<file path="src/rtl/btn_bank_ctrl.sv">
// btn_bank_ctrl: front-panel button bank for the bicycle helper.
// N_BTN independent toggle/momentary channels plus an up/down pair that steps
// a saturating rate level. Every raw input is synchronised, polarity-normalised
// and debounced locally. Optional auto-repeat on the up/down pair is enabled
// with the BTN_AUTOREPEAT_EN macro.
module btn_bank_ctrl #(
  parameter int unsigned      N_BTN      = 4,
  parameter logic [N_BTN-1:0] ACT_LOW    = N_BTN'(4'b0100),
  parameter logic [N_BTN-1:0] MOMENTARY  = '0,
  parameter int unsigned      DB_CYCLES  = 1000000,
  parameter int unsigned      RATE_W     = 2,
  parameter int unsigned      RATE_MAX   = 3,
  parameter int unsigned      REP_DELAY  = 25000000,
  parameter int unsigned      REP_PERIOD = 10000000
) (
  input  logic              clk,
  input  logic              rst,
  input  logic [N_BTN-1:0]  btn_in,
  input  logic              up_btn,
  input  logic              down_btn,
  output logic [N_BTN-1:0]  state,
  output logic [N_BTN-1:0]  tick,
  output logic [RATE_W-1:0] rate,
  output logic              rate_lim
);

  // Channels 0..N_BTN-1 are general buttons, N_BTN is up, N_BTN+1 is down.
  localparam int unsigned    N_IN  = N_BTN + 2;
  localparam int unsigned    CNT_W = $clog2(DB_CYCLES);
  localparam logic [N_IN-1:0] POL  = {2'b00, ACT_LOW};
  localparam int unsigned    UP    = N_BTN;
  localparam int unsigned    DN    = N_BTN + 1;

  // Reject configurations the datapath cannot represent.
  if (N_BTN < 1 || N_BTN > 16 || DB_CYCLES < 2 || RATE_MAX < 1 ||
      RATE_MAX > ((1 << RATE_W) - 1) || REP_DELAY < 1 || REP_PERIOD < 1) begin : g_bad_cfg
    $error("btn_bank_ctrl: illegal parameter combination");
  end

  logic [N_IN-1:0]   raw_c;
  logic [N_IN-1:0]   norm_c;
  logic [N_IN-1:0]   press_c;
  logic [N_IN-1:0]   sync1_q, sync2_q;
  logic [N_IN-1:0]   stable_q, prev_q;
  logic [CNT_W-1:0]  cnt_q [N_IN];
  logic [N_BTN-1:0]  tick_q, state_q;
  logic [RATE_W-1:0] rate_q, rate_d;
  logic              rate_lim_q;
  logic              up_step_c, dn_step_c;

  assign raw_c   = {down_btn, up_btn, btn_in};
  assign norm_c  = sync2_q ^ POL;
  assign press_c = stable_q & ~prev_q;

  // Synchronise raw inputs; reset to the idle raw level so nothing looks pressed.
  always_ff @(posedge clk) begin
    if (rst) begin
      sync1_q <= POL;
      sync2_q <= POL;
    end else begin
      sync1_q <= raw_c;
      sync2_q <= sync1_q;
    end
  end

  // Debounce: a new level must persist DB_CYCLES evaluations before it is accepted.
  always_ff @(posedge clk) begin
    if (rst) begin
      stable_q <= '0;
      prev_q   <= '0;
      for (int i = 0; i < int'(N_IN); i++) cnt_q[i] <= '0;
    end else begin
      prev_q <= stable_q;
      for (int i = 0; i < int'(N_IN); i++) begin
        if (norm_c[i] == stable_q[i]) begin
          cnt_q[i] <= '0;
        end else if (cnt_q[i] == CNT_W'(DB_CYCLES - 1)) begin
          stable_q[i] <= norm_c[i];
          cnt_q[i]    <= '0;
        end else begin
          cnt_q[i] <= cnt_q[i] + CNT_W'(1);
        end
      end
    end
  end

  // Channel outputs: tick on press, then toggle (or follow the debounced level).
  always_ff @(posedge clk) begin
    if (rst) begin
      tick_q  <= '0;
      state_q <= '0;
    end else begin
      tick_q <= press_c[N_BTN-1:0];
      for (int i = 0; i < int'(N_BTN); i++) begin
        if (MOMENTARY[i]) begin
          state_q[i] <= stable_q[i];
        end else if (tick_q[i]) begin
          state_q[i] <= ~state_q[i];
        end
      end
    end
  end

`ifdef BTN_AUTOREPEAT_EN
  localparam int unsigned REP_MAX = (REP_DELAY > REP_PERIOD) ? REP_DELAY : REP_PERIOD;
  localparam int unsigned REP_W   = $clog2(REP_MAX + 1);

  logic [REP_W-1:0] rep_cnt_q [2];
  logic [1:0]       rep_first_q;
  logic [1:0]       rep_step_c;
  logic [1:0]       held_c;
  logic [1:0]       pair_press_c;

  assign held_c       = stable_q[DN:UP];
  assign pair_press_c = press_c[DN:UP];

  // Repeat step fires once after REP_DELAY of holding, then every REP_PERIOD.
  always_comb begin
    rep_step_c = '0;
    for (int j = 0; j < 2; j++) begin
      if (held_c[j] && !pair_press_c[j]) begin
        if (rep_first_q[j]) rep_step_c[j] = (rep_cnt_q[j] == REP_W'(REP_DELAY - 1));
        else                rep_step_c[j] = (rep_cnt_q[j] == REP_W'(REP_PERIOD - 1));
      end
    end
  end

  // Repeat timers restart on every press and clear on release.
  always_ff @(posedge clk) begin
    if (rst) begin
      rep_first_q <= '1;
      for (int j = 0; j < 2; j++) rep_cnt_q[j] <= '0;
    end else begin
      for (int j = 0; j < 2; j++) begin
        if (!held_c[j] || pair_press_c[j]) begin
          rep_cnt_q[j]   <= '0;
          rep_first_q[j] <= 1'b1;
        end else if (rep_step_c[j]) begin
          rep_cnt_q[j]   <= '0;
          rep_first_q[j] <= 1'b0;
        end else begin
          rep_cnt_q[j] <= rep_cnt_q[j] + REP_W'(1);
        end
      end
    end
  end

  assign up_step_c = press_c[UP] | rep_step_c[0];
  assign dn_step_c = press_c[DN] | rep_step_c[1];
`else
  assign up_step_c = press_c[UP];
  assign dn_step_c = press_c[DN];
`endif

  // Next rate: saturating step, simultaneous up and down cancel.
  always_comb begin
    rate_d = rate_q;
    if (up_step_c && !dn_step_c && rate_q != RATE_W'(RATE_MAX)) begin
      rate_d = rate_q + RATE_W'(1);
    end else if (dn_step_c && !up_step_c && rate_q != '0) begin
      rate_d = rate_q - RATE_W'(1);
    end
  end

  // Rate and its limit flag update together.
  always_ff @(posedge clk) begin
    if (rst) begin
      rate_q     <= '0;
      rate_lim_q <= 1'b1;
    end else begin
      rate_q     <= rate_d;
      rate_lim_q <= (rate_d == '0) || (rate_d == RATE_W'(RATE_MAX));
    end
  end

  assign state    = state_q;
  assign tick     = tick_q;
  assign rate     = rate_q;
  assign rate_lim = rate_lim_q;

endmodule
</file>
<file path="config.mk">
export PLATFORM = sky130hd
export DESIGN_NAME = btn_bank_ctrl
export DESIGN_NICKNAME = d
export VERILOG_FILES = /design/src/rtl/btn_bank_ctrl.sv
export SDC_FILE = /design/constraint.sdc
export NUM_CORES = 1
export LEC_CHECK = 0
export CORE_MARGIN = 8
export CORE_UTILIZATION = 30
export DETAILED_ROUTE_END_ITERATION = 10
export GPL_ROUTABILITY_DRIVEN = 0
export PLACE_DENSITY = 0.58
export RECOVER_POWER = 100
export SLEW_MARGIN = 20
export SYNTH_ARGS = -nofsm -noshare
export SYNTH_HDL_FRONTEND = slang
export SYNTH_SLANG_ARGS = --single-unit
</file>
<file path="constraint.sdc">
create_clock -name clk -period 1.7 [get_ports clk]
set_input_delay 0.34 -clock clk [delete_from_list [all_inputs] [get_ports clk]]
set_output_delay 0.34 -clock clk [all_outputs]
set_load 0.005 [all_outputs]
</file>
==> summary.md <==
| Metric | Value |
|---|---|
| Die height | 176 um |
| First-pass GRT wire length | 25600 um |
| Power density cells | 811 mW/mm^2 |
| Final-layout fill cell count | 2389 |
| Worst Skew | 0.0130 ns |
| H-tree depth | 4 |
| Sequential share of the synthesized area | 56.3% |
| Worst-Skew Late Latency | 0.43 ns |
| Final setup vio count | 99 |
| Initial antenna violation count | 0 |
| Failing checks | setup timing |
| Wirelength per Cell | 11.6 um |
| Row Count | 58 |
| Post-place setup slack | -0.165 ns |
| DR iter-0 viols | 193 |
| Setup TNS | -6.97 ns |
| Ys Warns | 0 |
| Endpoints failing hold | 0 |
| Crit path required time | 1.89 ns |
| DR vias/cell | 4.22 |
| Num CTS Buffers | 17 |
| Final ANT Viol Nets | 0 |
| Core Footprint | 0.0251 sq mm |
| Mapped Cells | 707 |
| Drt pass-1 iters | 4 |
| Worst Tran Pin Value | 0.525 ns |
| Area contributors post-synth | edfxtp_1 47%, dfxtp_1 9.2%, nor2_1 7.6% |
| Fin crit share | 110% |
| Clock sink count | 155 |
| Fraction of layout cells with a size suffix above 1 | 30.5% |
| Slew Limit Fails | 0 |
| Synthesis-stage register bit count | 155 |
| Max Cap Violations | 0 |
| Async set-or-reset flop fraction in the synthesized netlist | 0% |
| DR vias | 5622 |
| Largest net degree at the start of global routing | 20 |
| Clock transition at path regs | 0.06 ns |
| Area Growth Syn to Fin | 46.6% |
| Final hold slack | 0.296 ns |
| Vias in the first global route | 5620 |
| GRT overflow | 0 |
| Fin crit period | 1.87 ns |
| Top cell type's share of synthesized area | 47.1% |
| Total track usage | 10.1% |
| Main flop type after synthesis | edfxtp_1 |
| CTS root buf | clkbuf_16 |
| Netlist Area Pre-Place | 0.00764 sq mm |
| DRT Wirelength | 15500 um |
| Commonest cells in the netlist | 155 x nor2_1, 120 x edfxtp_1, 63 x xor2_1 |
| Post-DP HPWL | 9900 um |
| Final WS setup | -0.171 ns |
| Final #Nets | 1006 |
| R2r setup slk | -0.17 ns |
| Die width | 176 um |
| Slew HR | 65.0% |
| RSZ-0062 raised after global routing | yes |
| Synth unique cells | 44 |
| Clk buf depth | 2 |
| CTS tree | done |
| Crit end category | flip-flop |
| Worst setup SP type | flip-flop |
| VDD IR max | 568 uV |
| HP Class | input port to flip-flop |
| Most common cell in the netlist | nor2_1 |
| I/O pin count | 19 |
| Largest area contributor in the netlist | edfxtp_1 |
| WP data arrival | 2.06 ns |
| CP Max Fanout | 4 |
| Antenna cells | 0 |
| Number of synthesized flops with an enable pin | 120 |
| Initial Util | 30.4% |
| Hold-fix buffers, CTS | 0 |
| Die area | 0.0308 sq mm |
| Pleak | 4.18 nW |
| Critical path class | flip-flop to flip-flop |
| Status | complete, but fails checks |
| Synth Area per Inst | 10.8 sq um |
| DRC | 0 |
| Port Buf Inserts | 18 |
| Max Freq | 0.535 GHz |
-- per-layer routing --
metal,GRT usage (%),up-vias,share of wire [%]
li1,-,2913,-
met1,12.4,2640,47
met2,16.6,51,49
met3,2.58,18,2.7
met4,3.92,0,1.3
met5,0,-,0
-- power breakdown --
| group | internal [mW] | switching (mW) |
|---|---|---|
| combinational | 0.270 | 0.294 |
| sequential | 4.21 | 0.112 |
| clock | 2.62 | 1.59 |
| total | 7.10 | 1.99 |
-- final cells by class --
cell class	count	area [sq um]	share of cell area, %
Sequential cell	155	4300	38.4
Clock inverter	14	219	1.95
Inverter	20	75.1	0.670
Timing Repair Buffer	161	1430	12.8
Multi-Input combinational cell	635	4340	38.7
Clock buffer	18	429	3.83
Tap cell	330	413	3.68
-- flip-flops by register name (all words and copies together) (netlist names) --
register	cells
sync2_q	6
prev_q	6
cnt_q	120
rate_lim	1
tick	4
sync1_q	6
stable_q	6
state	4
rate	2
-- through the flow --
step | power (mW) | utilization (%) | instances | instance area, sq um
after floorplan | 4.63 | - | 826 | 8160
after global placement | 4.81 | 37.5 | 1258 | 9400
after detailed placement | 4.82 | 37.5 | 1258 | 9400
after CTS | 9.13 | 42.2 | 1317 | 10600
after global routing | 9.44 | 44.6 | 1333 | 11200
final | 9.09 | 44.6 | 1333 | 11200
-- final timing paths --
kind          startpoint           end  depth (start not counted)
max          cnt_q[4][0]  cnt_q[4][18]                          7
min                  rst   stable_q[5]                          2
max reg2reg  cnt_q[4][0]  cnt_q[4][18]                          7
min reg2reg    prev_q[3]       tick[3]                          1
-- critical path: stages, from the launching register on --
cell and delay, ns:
edfxtp_1 0.37, ha_2 0.19, and4_4 0.26, buf_6 0.10
nand4_1 0.25, nor3_2 0.23, xnor2_1 0.20, nor2_4 0.04
-- what timing repair did --
action | 4_1_cts | 5_1_grt
buffers inserted | 21 | 17
gates cloned | 6 | 4
resized for setup | 73 | 127
setup endpoints to repair | 89 | 118
pin swaps | 43 | 68
-- placed cells by master (no fill, tap or decap), drive strengths merged, types with 8 or more instances in the layout --
cell type,netlist,layout
nand3,45,45
xor2,63,63
and4,13,13
buf,13,134
nand2,39,39
inv,20,22
conb,1,120
and3,16,16
clkdlybuf4s50,0,15
edfxtp,120,120
nor3,11,11
nor2b,21,21
nand4,28,28
dfxtp,35,35
clkbuf,5,28
xnor2,55,55
ha,8,8
nor2,155,155
nor4,13,13
-- cells by family (layout without fill, tap and decap cells) --
| kind of cell | Yosys count | count (layout) | synth area share (%) |
|---|---|---|---|
| xor+xnor | 118 | 118 | 13.5 |
| fa+ha+maj | 8 | 8 | 1.31 |
| other cells | 1 | 120 | 0.0491 |
| buf+inv | 38 | 213 | 2.67 |
| flops | 155 | 155 | 56.3 |
| simple gates | 374 | 376 | 24.9 |
| mux | 5 | 5 | 0.655 |
| compound gates | 8 | 8 | 0.622 |
Power figures use the tool's default switching activity.
